--- src/rtl/arith_pkg.sv ---
// rtl/arith_pkg.sv - shared arithmetic sequencer types for the serial multiply/divide datapath
package arith_pkg;

  typedef enum logic [1:0] {
    IDLE  = 2'd0,
    SHIFT = 2'd1,
    SUB   = 2'd2,
    DONE  = 2'd3
  } arith_state_t;

  // Width of a down-counter that must hold the value n itself.
  function automatic int cnt_width(input int n);
    return (n < 1) ? 1 : $clog2(n + 1);
  endfunction

endpackage

--- src/rtl/div_serial_if.sv ---
// rtl/div_serial_if.sv - start/end-pulse divider bus; optional div_by_zero under DIV_ZERO_DETECT_EN
interface div_serial_if #(
  parameter int ND = 32,
  parameter int NV = 32
);

  logic          start;
  logic [ND-1:0] dividend;
  logic [NV-1:0] divisor;
  logic          end_div;
  logic [ND-1:0] quotient;
  logic [NV-1:0] remainder;
`ifdef DIV_ZERO_DETECT_EN
  logic          div_by_zero;

  modport master (
    output start, dividend, divisor,
    input  end_div, quotient, remainder, div_by_zero
  );

  modport slave (
    input  start, dividend, divisor,
    output end_div, quotient, remainder, div_by_zero
  );
`else
  modport master (
    output start, dividend, divisor,
    input  end_div, quotient, remainder
  );

  modport slave (
    input  start, dividend, divisor,
    output end_div, quotient, remainder
  );
`endif

endinterface

--- src/rtl/div_trial_sub.sv ---
// rtl/div_trial_sub.sv - combinational NV+1-bit trial subtract of the divisor from the partial remainder
module div_trial_sub #(
  parameter int NV = 32
) (
  input  logic [NV:0]   r,
  input  logic [NV-1:0] d,
  output logic [NV:0]   diff,
  output logic          ge
);

  logic [NV:0] d_ext;

  assign d_ext = {1'b0, d};
  assign ge    = (r >= d_ext);
  assign diff  = r - d_ext;

endmodule

--- src/rtl/div_serial.sv ---
// rtl/div_serial.sv - restoring shift-subtract unsigned divider; DIV_ZERO_DETECT_EN adds early divide-by-zero exit
module div_serial
  import arith_pkg::*;
#(
  parameter int ND = 32,
  parameter int NV = 32
) (
  input  logic       clock,
  input  logic       reset,
  div_serial_if.slave bus
);

  localparam int CW = cnt_width(ND);

  arith_state_t  state;
  logic [NV:0]   r_q;
  logic [ND-1:0] q_q;
  logic [NV-1:0] d_q;
  logic [CW-1:0] cnt_q;

  logic [NV:0]   trial_diff;
  logic          trial_ge;

  div_trial_sub #(.NV(NV)) u_trial (
    .r    (r_q),
    .d    (d_q),
    .diff (trial_diff),
    .ge   (trial_ge)
  );

`ifdef DIV_ZERO_DETECT_EN
  logic        dz_q;
  logic [NV:0] dz_rem;

  // A zero divisor finishes immediately with the same result the full loop would give.
  assign dz_rem = {1'b0, NV'(bus.dividend)};
`endif

  always_ff @(posedge clock) begin
    if (reset) begin
      state         <= IDLE;
      r_q           <= '0;
      q_q           <= '0;
      d_q           <= '0;
      cnt_q         <= '0;
      bus.end_div   <= 1'b0;
      bus.quotient  <= '0;
      bus.remainder <= '0;
`ifdef DIV_ZERO_DETECT_EN
      dz_q            <= 1'b0;
      bus.div_by_zero <= 1'b0;
`endif
    end else begin
      bus.end_div <= 1'b0;
      case (state)
        IDLE: begin
          if (bus.start) begin
            r_q   <= '0;
            q_q   <= bus.dividend;
            d_q   <= bus.divisor;
            cnt_q <= CW'(ND);
            state <= SHIFT;
`ifdef DIV_ZERO_DETECT_EN
            dz_q            <= 1'b0;
            bus.div_by_zero <= 1'b0;
            if (bus.divisor == '0) begin
              r_q   <= dz_rem;
              q_q   <= '1;
              dz_q  <= 1'b1;
              state <= DONE;
            end
`endif
          end
        end
        SHIFT: begin
          {r_q, q_q} <= {r_q, q_q} << 1;
          cnt_q      <= cnt_q - 1'b1;
          state      <= SUB;
        end
        SUB: begin
          if (trial_ge) begin
            r_q    <= trial_diff;
            q_q[0] <= 1'b1;
          end
          state <= (cnt_q != '0) ? SHIFT : DONE;
        end
        DONE: begin
          bus.quotient  <= q_q;
          bus.remainder <= r_q[NV-1:0];
          bus.end_div   <= 1'b1;
`ifdef DIV_ZERO_DETECT_EN
          bus.div_by_zero <= dz_q;
`endif
          state <= IDLE;
        end
        default: state <= IDLE;
      endcase
    end
  end

endmodule

--- src/flat_wrapper.sv ---
// flat-port wrapper written by rule: the top's interface ports become plain ports
module div_serial_flat import arith_pkg::*;
#(
  parameter int ND = 32,
  parameter int NV = 32
)
  (clock, reset, bus_start, bus_dividend, bus_divisor, bus_end_div, bus_quotient, bus_remainder);
  div_serial_if #(.ND(ND), .NV(NV)) bus_i ();
  input  logic clock;
  input  logic reset;
  input wire logic [$bits(bus_i.start)-1:0] bus_start;
  input wire logic [$bits(bus_i.dividend)-1:0] bus_dividend;
  input wire logic [$bits(bus_i.divisor)-1:0] bus_divisor;
  output wire logic [$bits(bus_i.end_div)-1:0] bus_end_div;
  output wire logic [$bits(bus_i.quotient)-1:0] bus_quotient;
  output wire logic [$bits(bus_i.remainder)-1:0] bus_remainder;
  assign bus_i.start = bus_start;
  assign bus_i.dividend = bus_dividend;
  assign bus_i.divisor = bus_divisor;
  assign bus_end_div = bus_i.end_div;
  assign bus_quotient = bus_i.quotient;
  assign bus_remainder = bus_i.remainder;
  div_serial #(.ND(ND), .NV(NV)) u_core (.clock(clock), .reset(reset), .bus(bus_i));
endmodule
--- config.mk ---
export PLATFORM = sky130hd
export DESIGN_NAME = div_serial_flat
export DESIGN_NICKNAME = d
export VERILOG_FILES = /design/src/rtl/arith_pkg.sv /design/src/rtl/div_serial_if.sv /design/src/rtl/div_trial_sub.sv /design/src/rtl/div_serial.sv /design/src/flat_wrapper.sv
export SDC_FILE = /design/constraint.sdc
export NUM_CORES = 1
export LEC_CHECK = 0
export BUFFER_PORTS_ARGS = -buffer_cell sky130_fd_sc_hd__buf_2
export CAP_MARGIN = 15
export CORE_MARGIN = 10
export CORE_UTILIZATION = 50
export DETAILED_ROUTE_END_ITERATION = 10
export PLACE_DENSITY = 0.76
export SYNTH_ARGS = -nofsm -noshare
export SYNTH_HDL_FRONTEND = slang
export SYNTH_SLANG_ARGS = --single-unit
--- constraint.sdc ---
create_clock -name clock -period 7.4 [get_ports clock]
set_input_delay 0 -clock clock [delete_from_list [all_inputs] [get_ports clock]]
set_output_delay 0 -clock clock [all_outputs]
set_load 0.02 [all_outputs]
; Yosys cells after proc, flatten, opt, wreduce, memory -nomap -nowiden
; Index checks and enable logic that the tools add are counted.
[op_classes]
add_sub_neg = 2
multipliers = 0
div_mod_pow = 0
magnitude_cmp = 1
n_eq_ne = 5
shifts = 0
mux = 13
bitwise = 0
n_reduce_logical = 7
[ops]
columns = op, count
row1 = $pmux 33 s3, 1
row2 = $mux 33, 2
row3 = $pmux 31 s2, 1
row4 = $ge 33x32->1, 1
row5 = $sub 33x32->33, 1
row6 = $mux 32, 1
row7 = $pmux 6 s2, 1
row8 = $pmux 2 s4, 1
row9 = $mux 6, 1
row10 = $reduce_bool 6->1, 1
row11 = $sub 6x1->6 const B, 1
row12 = $eq 2x2->1 const B, 2
row13 = $mux 2, 2
row14 = $reduce_and 2->1, 2
row15 = $pmux 1 s3, 1
row16 = $reduce_and 3->1, 1
row17 = $reduce_bool 3->1, 1
row18 = $eq 2x1->1 const B, 1
row19 = $logic_not 2->1, 1
row20 = $mux 1, 2
row21 = $ne 2x1->1 const B, 1
row22 = $ne 2x2->1 const B, 1
row23 = $reduce_bool 2->1, 1
[word_totals]
regBits = 170
latch_bits = 0
ramBits = 0
romBits = 0
out_inout_bits = 65
n_memories = 0

; Longest topological paths before layout
[logic_depth]
depth_word = 3
depth_mapped = 13

; Hierarchy
; Synthesis repeated with hierarchy kept, for this count alone.
[hier_totals]
hier_cells = 1032
area_unflattened_um2 = 8954.8
[by_module_without_submodules]
columns = mod, instances, cells_per_inst, area_per_inst_um2, seq_area_each_um2
row1 = div_serial, 1, 735, 7009.2, 3403.3
row2 = div_trial_sub, 1, 297, 1945.6, 0.0

; Worst setup path before layout
; Ideal clock, no wire load.
[synth_timing]
path_kind = reg2reg
startpoint = reg u_core.r_q[0]
endpoint = reg u_core.r_q[24]
setup_ns = 0.129
t_arrival_ns = 2.729
required_time_ns = 7.271
slack_ns = 4.542
stages_incl_launch_ff = 13
path_buffers = 0
cell_sequence = dfxtp_1 -> inv_1 -> ha_1 -> inv_1 -> fa_1 -> a21o_1 -> a221o_1 -> a31o_4 -> a221oi_2 -> o31ai_2 -> a221o_1 -> xnor2_1 -> o211ai_1
[synth_between]
elab_chain_cells = 3
elab_cells_between_ends = 6
cone_classes = 1 x add/sub / 1 x order compare / 1 x eq/ne / 2 x mux / 1 x reduce/logical
[synth_rtl]
columns = element, line
row1 = start: declaration, div_serial.sv:16  ; logic [NV:0] r_q;
row2 = start signal: assignment, div_serial.sv:76  ; {r_q, q_q} <= {r_q, q_q} << 1;
row3 = start signal: assignment, div_serial.sv:82  ; r_q <= trial_diff;
row4 = $sub 33x32->33 / $ge 33x32->1 (equally long branches), "div_trial_sub.sv:15, div_trial_sub.sv:14"
row5 = $mux 33 / $ne 2x1->1 (equally long branches), -
row6 = $pmux 33 s3 / $reduce_and 3->1 (equally long branches), -
; Several ways; a longest one is shown, not always the timed one. The select of a mux whose other input is x is not followed.
; A chain may end at the register's enable or synchronous reset.

; Worst setup path after layout
[layout_timing]
startpoint = reg u_core.d_q[8]
endpoint = reg u_core.r_q[29]
[layout_between]
elab_chain_cells = 3
elab_cells_between_ends = 6
cone_classes = 1 x add/sub / 1 x order compare / 1 x eq/ne / 2 x mux / 1 x reduce/logical
[layout_rtl]
columns = element, line
row1 = start: declaration, div_serial.sv:18  ; logic [NV-1:0] d_q;
row2 = start signal: assignment, div_serial.sv:60  ; d_q <= bus.divisor;
row3 = $sub 33x32->33 / $ge 33x32->1 (equally long branches), "div_trial_sub.sv:15, div_trial_sub.sv:14"
row4 = $mux 33 / $ne 2x1->1 (equally long branches), -
row5 = $pmux 33 s3 / $reduce_and 3->1 (equally long branches), -
; Several ways; a longest one is shown, not always the timed one. The select of a mux whose other input is x is not followed.

==> results.sh <==
export IMPL_fin_nets=1309
export IMPL_path_clk_slew_ns=0.07
export IMPL_dpl_hpwl_um=16400
export IMPL_numCtsBuffers=17
export IMPL_yosys_area_top_type="dfxtp_1"
export IMPL_grt_max_degree=98
export IMPL_hold_path_class="primary input to flop"
export IMPL_ys_types=64
export IMPL_end_kind="flop"
export IMPL_antenna_found_initial=1
export IMPL_syn_area_mm2=0.008772
export IMPL_yosysMostFrequentCell="dfxtp_1"
export IMPL_layout_min_cycle_time_ns=3.641
export IMPL_syn_area_per_cell_um2=8.362
export IMPL_vias=8038
export IMPL_grt_pass1_vias=7946
export IMPL_rsz0062_at_grt="no"
export IMPL_max_freq_mhz=274.7
export IMPL_cts_setup_buffers=0
export IMPL_slew_viol_final=0
export IMPL_grt_util_all_layers_pct=20.26
export IMPL_setup_viol=0
export IMPL_route_detailed_drc=0
export IMPL_power_total_uw=3069
export IMPL_synth_top_family_by_area="compound AO/OA/AOI/OAI gates"
export IMPL_yosys_top_cells_count="dfxtp_1 (170), nor2_1 (129), nand2_1 (124), mux2i_1 (102), a21oi_1 (89)"
export IMPL_worst_slew_margin_rel_pct=33.09
export IMPL_startpoint_type="flop"
export IMPL_drt_iter0_markers=564
export IMPL_synth_compound_area_share_pct=18.21
export IMPL_synth_warning_count=0
export IMPL_areaGrowthSynthToFinish_pct=22.84
export IMPL_clock_skew_final_ns=0.008481
export IMPL_cap_violations=0
export IMPL_syn_inst=1049
export IMPL_clockBufferDepth=2
export IMPL_grt_pass1_wl_um=40020
export IMPL_seq_area_frac_synth_pct=38.80
export IMPL_synth_top_area_share_pct=38.80
export IMPL_yosys_area_share_simple_pct=17.20
export IMPL_worst_pin_slew_ns=1.004
export IMPL_synth_area_leaders="dfxtp_1 (39%), mux2i_1 (12%), nor2_1 (5.5%), nand2_1 (5.3%), ha_1 (5.3%)"
export IMPL_drtPass1Iterations=5
export IMPL_core_rowCount=48
export IMPL_async_flop_share_pct=0
export IMPL_post_cts_resized=0
export IMPL_cpPeakStageDelay_ns=0.70
export IMPL_worstPathArrival_ns=4.00
export IMPL_synth_mux_area_share_pct=11.64
export IMPL_finalCritPeriodShare_pct=49.20
export IMPL_ios=132
export IMPL_worst_path_buf_inv=2
export IMPL_worstSkewPairLatency_ns=0.44
export IMPL_cpMaxStageDelayCell="o211a_1"
export IMPL_fin_area_mm2=0.01078
export IMPL_wl_um=23870
export IMPL_placed_area_mm2=0.009510
export IMPL_crit_type="flop to flop"
export IMPL_cp_required_ns=7.76
export IMPL_tns_ns=0
export IMPL_status="complete, no violations"
export IMPL_hold_viol=0
export IMPL_crit_family="compound AO/OA/AOI/OAI gates"
export IMPL_cts_tree="done"
export IMPL_place_congestion=0.9612
export IMPL_port_buffers=131
export IMPL_crit_fanout=20
export IMPL_synth_edf_count=0
export IMPL_avgRoutedWirePerCell_um=16.54
export IMPL_ys_ff_latch=170
export IMPL_htreeDepth=4
export IMPL_synthXorXnorAreaFrac_pct=3.095
export IMPL_fp_coreArea_mm2=0.01724
export IMPL_initial_utilization_pct=50.89
export IMPL_vdd_drop_max_mv=0.2028
export IMPL_fin_ws_ns=3.759
export IMPL_worstPathCellList="inv_1 > ha_1 > and3_2 > nand3_2 > a2111oi_4 > o31ai_2 > a21oi_2 > o211a_1 > buf_4 > nand2_1 > o211ai_1"
export IMPL_syn_nets=1154
export IMPL_clock_sinks=170
export IMPL_ctsHoldBuffers=65
export IMPL_cts_root_buf="clkbuf_16"
export IMPL_die_area_mm2=0.02324
export IMPL_die_y_um=152.5
export IMPL_die_w_um=152.5
export IMPL_ys_flop_type="dfxtp_1"
export IMPL_p_leak_uw=0.004510
export IMPL_drive_gt1_share_pct=15.69
export IMPL_power_density_mw_per_mm2=284.8
export IMPL_vias_per_cell=5.570
export IMPL_synth_adder_area_share_pct=5.506
export IMPL_ant_nets=0
export IMPL_pre_cts_slack_ns=3.851
export IMPL_grt_overflow_total=0
worst paths after layout:
| path | startpoint | to | slack (ns) | cells after the start |
|---|---|---|---|---|
| setup reg to reg | u_core.d_q[8] | u_core.r_q[29] | 3.76 | 11 |
| hold reg to reg | u_core.d_q[13] | u_core.d_q[13] | 0.45 | 2 |
| setup / recovery | u_core.d_q[8] | u_core.r_q[29] | 3.76 | 11 |
| hold / removal | reset | u_core.bus.remainder[1] | 0.06 | 2 |
metal layers:
layer  global-route usage [%]  part of all wire (%)
met5                        0                     0
met4                    6.857                   2.0
met3                    4.459                   5.5
met2                    32.92                    47
met1                    26.00                    45
flip-flops by register name (all words and copies together) (netlist names):
register / count
u_core.bus.remainder: 32
u_core.cnt_q: 6
u_core.bus.quotient: 32
u_core.state: 2
u_core.q_q: 32
u_core.d_q: 32
u_core.bus.end_div: 1
u_core.r_q: 33
placed cells by master (no fill, tap or decap), types with 9 or more instances in the layout:
| master | count |
|---|---|
| nor3_1 | 9 |
| a31oi_1 | 9 |
| clkbuf_16 | 17 |
| nand3_1 | 32 |
| ha_1 | 35 |
| a211oi_1 | 33 |
| buf_2 | 130 |
| and3_1 | 11 |
| nor2_1 | 129 |
| nand2_1 | 124 |
| mux2i_1 | 102 |
| a21o_1 | 13 |
| inv_1 | 49 |
| xor2_1 | 11 |
| a21oi_1 | 89 |
| dfxtp_1 | 170 |
| xnor2_1 | 20 |
| buf_4 | 11 |
| dlygate4sd3_1 | 65 |
| o21ai_0 | 36 |
worst register-to-register path: cells and delay by family (launching register included):
kind	cells	cell delay, ns
AO/OA/AOI/OAI	5	1.68
adder cells (fa/ha/maj)	1	0.40
buffers and inverters	2	0.42
flip-flops	1	0.34
AND/OR/NAND/NOR	3	0.72
cell type report:
cell class                 count  area (um2)
multi-input combinational    760        4908
antenna                        1       2.502
fill                        1456        6461
timing repair buffer         206        1384
clock inverter                15       186.4
clock buffer                  17       425.4
inverter                      49       183.9
sequential                   170        3403
tap                          225       281.5
power by group:
group	leakage (uW)	total, uW	switching [uW]	internal, uW
sequential	0.00138	1070	71.8	1000
clock	0.000302	923	410	512
combinational	0.00282	1070	647	426
total	0.00451	3070	1130	1940
cells by family after synthesis:
logic type      after synthesis
flops                       170
simple gates                346
fa+ha+maj                    38
compound gates              243
xor+xnor                     31
mux                         102
buf+inv                     119
metrics by stage:
stage               instances  hold WS [ns]  utilization (%)
global placement         1345        0.2444            55.18
floorplan                1049        0.1360                -
detailed placement       1345        0.2462            55.18
global route             1443       0.08599            62.51
finish                   1443       0.05724            62.51
CTS                      1442       0.05328            62.50
Note: power is estimated with default switching activity, not from simulation.
